## config.mk

```make
export PLATFORM = sky130hd
export DESIGN_NAME = clt_gaussian_accum_flat
export DESIGN_NICKNAME = d
export VERILOG_FILES = /design/src/rtl/clt_gaussian_accum_pkg.sv /design/src/rtl/clt_gaussian_accum_if.sv /design/src/rtl/clt_gaussian_accum_out_stage.sv /design/src/rtl/clt_gaussian_accum.sv /design/src/flat_wrapper.sv
export SDC_FILE = /design/constraint.sdc
export NUM_CORES = 1
export LEC_CHECK = 0
export ABC_CLOCK_PERIOD_IN_PS = 2200
export BUFFER_PORTS_ARGS = -buffer_cell sky130_fd_sc_hd__buf_2
export CAP_MARGIN = 15
export CORE_ASPECT_RATIO = 1.5
export CORE_MARGIN = 2
export CORE_UTILIZATION = 35
export DETAILED_ROUTE_END_ITERATION = 6
export REMOVE_ABC_BUFFERS = 1
export SYNTH_ARGS = -nofsm -noshare
export SYNTH_HDL_FRONTEND = slang
export SYNTH_SLANG_ARGS = --single-unit
```

## constraint.sdc

```tcl
create_clock -name clk -period 2.2 [get_ports clk]
set_input_delay 0.33 -clock clk [delete_from_list [all_inputs] [get_ports clk]]
set_output_delay 0.33 -clock clk [all_outputs]
set_load 0.03 [all_outputs]
```

## src/rtl/clt_gaussian_accum_pkg.sv

```systemverilog
// Shared definitions for the CLT Gaussian accumulator: FSM state encodings
// and boolean constants.
package clt_gaussian_accum_pkg;

   typedef enum logic [1:0] {
      ST_ACCUM = 2'd0,
      ST_CALC  = 2'd1,
      ST_OUT   = 2'd2
   } state_t;

   localparam logic TRUE  = 1'b1;
   localparam logic FALSE = 1'b0;

endpackage

```

## src/rtl/clt_gaussian_accum_if.sv

```systemverilog
// Stream bundle for the accumulator: uniform word input (u_*) from the URNG
// and Gaussian sample output (g_*) to the noise path.
interface clt_gaussian_accum_if
   import clt_gaussian_accum_pkg::*;
#(
   parameter int OW = 16
) ();

   logic [31:0]   u_data;
   logic          u_valid;
   logic          u_ready;
   logic [OW-1:0] g_data;
   logic          g_valid;
   logic          g_ready;

   modport master (
      output u_data, u_valid, g_ready,
      input  u_ready, g_data, g_valid
   );

   modport slave (
      input  u_data, u_valid, g_ready,
      output u_ready, g_data, g_valid
   );

endinterface

```

## src/rtl/clt_gaussian_accum_out_stage.sv

```systemverilog
// gauss_out_stage: combinational centre (sum - MEAN), arithmetic shift and
// output sizing. Macro GAUSS_SAT_EN selects clamping to the OW-bit signed
// range; without it the sample wraps in two's complement.
module gauss_out_stage
   import clt_gaussian_accum_pkg::*;
#(
   parameter int N_SUM = 12,
   parameter int UW    = 16,
   parameter int OW    = 16,
   parameter int SHIFT = 4,
   parameter int SW    = 20
) (
   input  logic [SW-1:0] i_sum,
   output logic [OW-1:0] o_sample
);

   // One spare bit beyond the larger of centred and output width, so the
   // sign-extended value can always be compared against both limits.
   localparam int EW = (((SW + 1) > OW) ? (SW + 1) : OW) + 1;
   localparam logic [SW:0] MEAN = (SW+1)'(N_SUM) << (UW - 1);

   logic signed [SW:0]   w_centred;
   logic signed [SW:0]   w_scaled;
   logic signed [EW-1:0] w_wide;

   assign w_centred = $signed({1'b0, i_sum}) - $signed(MEAN);
   assign w_scaled  = w_centred >>> SHIFT;
   assign w_wide    = EW'(w_scaled);

`ifdef GAUSS_SAT_EN
   localparam logic signed [EW-1:0] MAXV = {{(EW-OW+1){1'b0}}, {(OW-1){1'b1}}};
   localparam logic signed [EW-1:0] MINV = {{(EW-OW+1){1'b1}}, {(OW-1){1'b0}}};

   // Clamp out-of-range samples to the nearest representable limit.
   always_comb begin
      o_sample = w_wide[OW-1:0];
      if (w_wide > MAXV) begin
         o_sample = MAXV[OW-1:0];
      end else if (w_wide < MINV) begin
         o_sample = MINV[OW-1:0];
      end
   end
`else
   logic w_unused;

   assign w_unused = ^w_wide[EW-1:OW];
   assign o_sample = w_wide[OW-1:0];
`endif

endmodule

```

## src/rtl/clt_gaussian_accum.sv

```systemverilog
// clt_gaussian_accum: sums N_SUM uniform words (top UW bits each) and emits
// one centred, shifted Gaussian sample per batch. Optional output clamping
// via macro GAUSS_SAT_EN (see gauss_out_stage).
module clt_gaussian_accum
   import clt_gaussian_accum_pkg::*;
#(
   parameter int N_SUM = 12,
   parameter int UW    = 16,
   parameter int OW    = 16,
   parameter int SHIFT = 4
) (
   input  logic                 clk,
   input  logic                 resetn,
   clt_gaussian_accum_if.slave  bus
);

   localparam int CW = $clog2(N_SUM + 1);
   localparam int SW = UW + CW;

   state_t        r_state;
   state_t        w_next;
   logic [SW-1:0] r_acc;
   logic [CW-1:0] r_cnt;
   logic [OW-1:0] r_gdata;
   logic          r_gvalid;
   logic [OW-1:0] w_sample;
   logic [UW-1:0] w_u;
   logic          w_uready;
   logic          w_accept;
   logic          w_last;
   logic          w_unused;

   assign w_u      = bus.u_data[31 -: UW];
   assign w_unused = ^bus.u_data;
   assign w_accept = w_uready && bus.u_valid;
   assign w_last   = (r_cnt == CW'(N_SUM - 1));

   assign bus.u_ready = w_uready;
   assign bus.g_data  = r_gdata;
   assign bus.g_valid = r_gvalid;

   gauss_out_stage #(
      .N_SUM (N_SUM),
      .UW    (UW),
      .OW    (OW),
      .SHIFT (SHIFT),
      .SW    (SW)
   ) u_out_stage (
      .i_sum    (r_acc),
      .o_sample (w_sample)
   );

   // State register.
   always_ff @(posedge clk) begin
      if (!resetn) begin
         r_state <= ST_ACCUM;
      end else begin
         r_state <= w_next;
      end
   end

   // Next-state and ready decode; ready depends on state alone.
   always_comb begin
      w_next   = r_state;
      w_uready = FALSE;
      case (r_state)
         ST_ACCUM: begin
            w_uready = TRUE;
            if (w_accept && w_last) begin
               w_next = ST_CALC;
            end
         end
         ST_CALC: begin
            w_next = ST_OUT;
         end
         ST_OUT: begin
            if (r_gvalid && bus.g_ready) begin
               w_next = ST_ACCUM;
            end
         end
         default: begin
            w_next = ST_ACCUM;
         end
      endcase
   end

   // Accumulator, counter and registered output sample.
   always_ff @(posedge clk) begin
      if (!resetn) begin
         r_acc    <= '0;
         r_cnt    <= '0;
         r_gdata  <= '0;
         r_gvalid <= FALSE;
      end else begin
         case (r_state)
            ST_ACCUM: begin
               if (w_accept) begin
                  r_acc <= r_acc + {{CW{1'b0}}, w_u};
                  r_cnt <= r_cnt + 1'b1;
               end
            end
            ST_CALC: begin
               r_gdata  <= w_sample;
               r_gvalid <= TRUE;
            end
            ST_OUT: begin
               if (r_gvalid && bus.g_ready) begin
                  r_gvalid <= FALSE;
                  r_acc    <= '0;
                  r_cnt    <= '0;
               end
            end
            default: begin
               r_acc <= '0;
               r_cnt <= '0;
            end
         endcase
      end
   end

endmodule

```

## src/flat_wrapper.sv

```systemverilog
// flat-port wrapper written by rule: the top's interface ports become plain ports
module clt_gaussian_accum_flat import clt_gaussian_accum_pkg::*;
#(
   parameter int N_SUM = 12,
   parameter int UW    = 16,
   parameter int OW    = 16,
   parameter int SHIFT = 4
)
  (clk, resetn, bus_u_data, bus_u_valid, bus_g_ready, bus_u_ready, bus_g_data, bus_g_valid);
  clt_gaussian_accum_if #(.OW(OW)) bus_i ();
  input  logic clk;
  input  logic resetn;
  input wire logic [$bits(bus_i.u_data)-1:0] bus_u_data;
  input wire logic [$bits(bus_i.u_valid)-1:0] bus_u_valid;
  input wire logic [$bits(bus_i.g_ready)-1:0] bus_g_ready;
  output wire logic [$bits(bus_i.u_ready)-1:0] bus_u_ready;
  output wire logic [$bits(bus_i.g_data)-1:0] bus_g_data;
  output wire logic [$bits(bus_i.g_valid)-1:0] bus_g_valid;
  assign bus_i.u_data = bus_u_data;
  assign bus_i.u_valid = bus_u_valid;
  assign bus_i.g_ready = bus_g_ready;
  assign bus_u_ready = bus_i.u_ready;
  assign bus_g_data = bus_i.g_data;
  assign bus_g_valid = bus_i.g_valid;
  clt_gaussian_accum #(.N_SUM(N_SUM), .UW(UW), .OW(OW), .SHIFT(SHIFT)) u_core (.clk(clk), .resetn(resetn), .bus(bus_i));
endmodule
```

==> impl_metrics.ini <==
[run_status]
outcome = complete, but fails checks
violations = setup timing

[synth]
synthArstFlopShare_pct = 0
synth-adder-area-share_pct = 9.795
synth_area_sq_um = 2504
netlist_top_cells_area = dfxtp_1 (34%), ha_1 (9.0%), nand2_1 (7.0%)
synth.distinct_cells = 56
synth_common_cells = nand2_1 (47), dfxtp_1 (43), a21oi_1 (20), a21boi_0 (18), ha_1 (18)
seq_area_frac_synth_pct = 34.38
ys_warn_count = 0
ys.flop_type = dfxtp_1
postSynthCellCount = 286
syn_area_per_cell_sq_um = 8.754
synth.largest_area_cell = dfxtp_1
synth.area.mux_share_pct = 0.8496
ys_ff_latch = 43
synth_edf_count = 0
synth_top_family_by_area = compound AO/OA/AOI/OAI gates
synth-simple-area-share_pct = 18.09
synth_xor_area_share_pct = 4.198
synth_top_area_share_pct = 34.38
synth_compound_area_share_pct = 29.84
yosysMostFrequentCell = nand2_1

[floorplan]
die_height_um = 107.6
rows = 37
io-pin-count = 54
dieWidth_um = 73.06
core_sq_um = 6898
initial_utilization_pct = 36.30
die_area_sq_um = 7860

[setup_path]
crit_chain = ha_4, fa_2, a21o_1, a221oi_4, buf_6, o31ai_4, a21oi_2, xnor2_1, a22o_1
crit_path_start_kind = flop
crit_family = compound AO/OA/AOI/OAI gates
worst_setup_path_end_kind = flop
cp_slowest_cell = fa_2
worst-path-max-fanout = 3
path_buf_inv = 1
required_ns = 2.39
arrival_ns = 2.43
critPathKind = reg2reg
max_stage_delay_ns = 0.39

[final_layout]
multi_input_area_sq_um = 1648
fin_area_sq_um = 3148
fillerInstances = 716
diodes = 0
drive_gt1_share_pct = 28.33
nNetsFinal = 407
area.sequential_sq_um = 862.1
final_util_pct = 45.64
syn_to_final_growth_pct = 25.74

[power]
leakage_nw = 1.331
power_per_cell_area_nw_per_um2 = 647.0
ir_worst_vdd_mv = 0.2907
power.total_mw = 2.037

[placement]
io_buffers = 37
dpl_worst_slack_ns = -0.2224
dp_hpwl_mm = 4.625
placed_area_sq_um = 2955
gp_congestion = 0.8675

[sta]
fin_tns_setup_ns = -0.05454
final_hold_viol_count = 0
rsz0062_at_grt = true
layout_setup_ws_ns = -0.03838
relSlewSlack_pct = 55.67
tightest_slew_ns = 0.6634
fmax_mhz = 446.8
fin_crit_ns = 2.238
fin_crit_sh_pct = 101.7
setup_viol = 2
slew_violations = 0
fin_skew_ns = 0.009841

[clocking]
clk_pin_slew_worst_paths_ns = 0.08
clock_sinks = 43
hold_buffers = 0
clk_latency_ns = 0.30
cts.path.max_buffers = 2
cts_root_buffer = clkbuf_8
cts_tree = yes
cts_buffers = 5
htreeDepth = 2

[global_routing]
grt-ovfl-total = 0
grt_pass1_wl_mm = 10.09
grt_pass1_vias = 2148
grt_max_degree = 33
antenna_found_initial = 0
grtUsageTotal_pct = 16.33

[routing]
vias_per_cell = 5.385
vias = 2321
routedWlPerCell_um = 14.53
drtPass1Iterations = 4
drc = 0
drt_iter0_drc = 138
drtAntennaViolNets = 0
wirelength_mm = 6.263

[min_path]
min_path_type = in2reg

[flow_run]
cap_viol_max_count = 0
[area by class of cell]
class,instances,area share (%)
multi-input combinational,226,52.34
sequential,43,27.38
timing repair buffer,68,13.39
tap,78,3.100
clock buffer,5,2.186
inverter,8,0.9539
clock inverter,3,0.6359
[cell families after synthesis]
group | count (synthesis)
simple gates | 93
fa+ha+maj | 19
flops | 43
xor+xnor | 12
mux | 2
compound gates | 100
buf+inv | 17
[what timing repair did]
| action | in CTS | in global routing |
|---|---|---|
| pin swaps | 2 | 17 |
| setup endpoints to repair | 5 | 9 |
| gates resized for setup | 3 | 14 |
| buffers inserted | 1 | 3 |
[registers in the layout, indices dropped and copies added, names as in the netlist]
register and cells:
u_core.r_cnt 4, u_core.r_acc 20, u_core.r_state 2, u_core.bus.g_data 16, u_core.bus.g_valid 1
[per-layer routing]
| metal | track usage (%) | routed length, um | vias to the layer above |
|---|---|---|---|
| met3 | 2.434 | 194 | 7 |
| met2 | 29.86 | 3336 | 38 |
| li1 | - | - | 1172 |
| met4 | 5.423 | 104 | 0 |
| met5 | 0 | 0 | - |
| met1 | 18.80 | 2627 | 1104 |
[cells in the final DEF, fill, tap and decap left out, types with 6 or more instances in the layout]
cell type / n
nand2_1: 47
dfxtp_1: 42
buf_2: 37
buf_4: 30
a21boi_0: 18
a21oi_1: 18
ha_1: 15
nor2_1: 10
nor2b_1: 9
o21ai_0: 9
a21o_1: 9
a22oi_1: 7
inv_1: 7
o211ai_1: 7
xor2_1: 6
[tightest hold or removal path: stages]
cell	delay, ns
buf_2	0.08
inv_1	0.03
o21ai_0	0.13
a21oi_1	0.06
[where the power goes]
group | internal [mW] | switching, mW | leakage [nW] | total, mW
logic | 0.326 | 0.336 | 0.941 | 0.662
registers | 0.823 | 0.0391 | 0.350 | 0.862
clock network | 0.221 | 0.291 | 0.0402 | 0.513
total | 1.37 | 0.667 | 1.33 | 2.04
[metrics by stage]
| stage | hold WS, ns | cells |
|---|---|---|
| 2_1_floorplan | 0.4418 | 277 |
| 3_3_place_gp | 0.4481 | 420 |
| 3_5_place_dp | 0.4535 | 420 |
| 4_1_cts | 0.3817 | 429 |
| 5_1_grt | 0.4224 | 431 |
| 6_report | 0.3800 | 431 |
[path summary, 6_finish.rpt]
kind,slack (ns),depth (start not counted),endpoint,start
setup reg to reg,-0.04,9,u_core.r_acc[10],u_core.r_acc[0]
hold reg to reg,0.46,2,u_core.bus.g_data[8],u_core.bus.g_data[8]
hold / removal,0.38,4,u_core.bus.g_valid,bus_g_ready
setup / recovery,-0.04,9,u_core.r_acc[10],u_core.r_acc[0]
No activity file was read; power rests on OpenSTA's default activity.
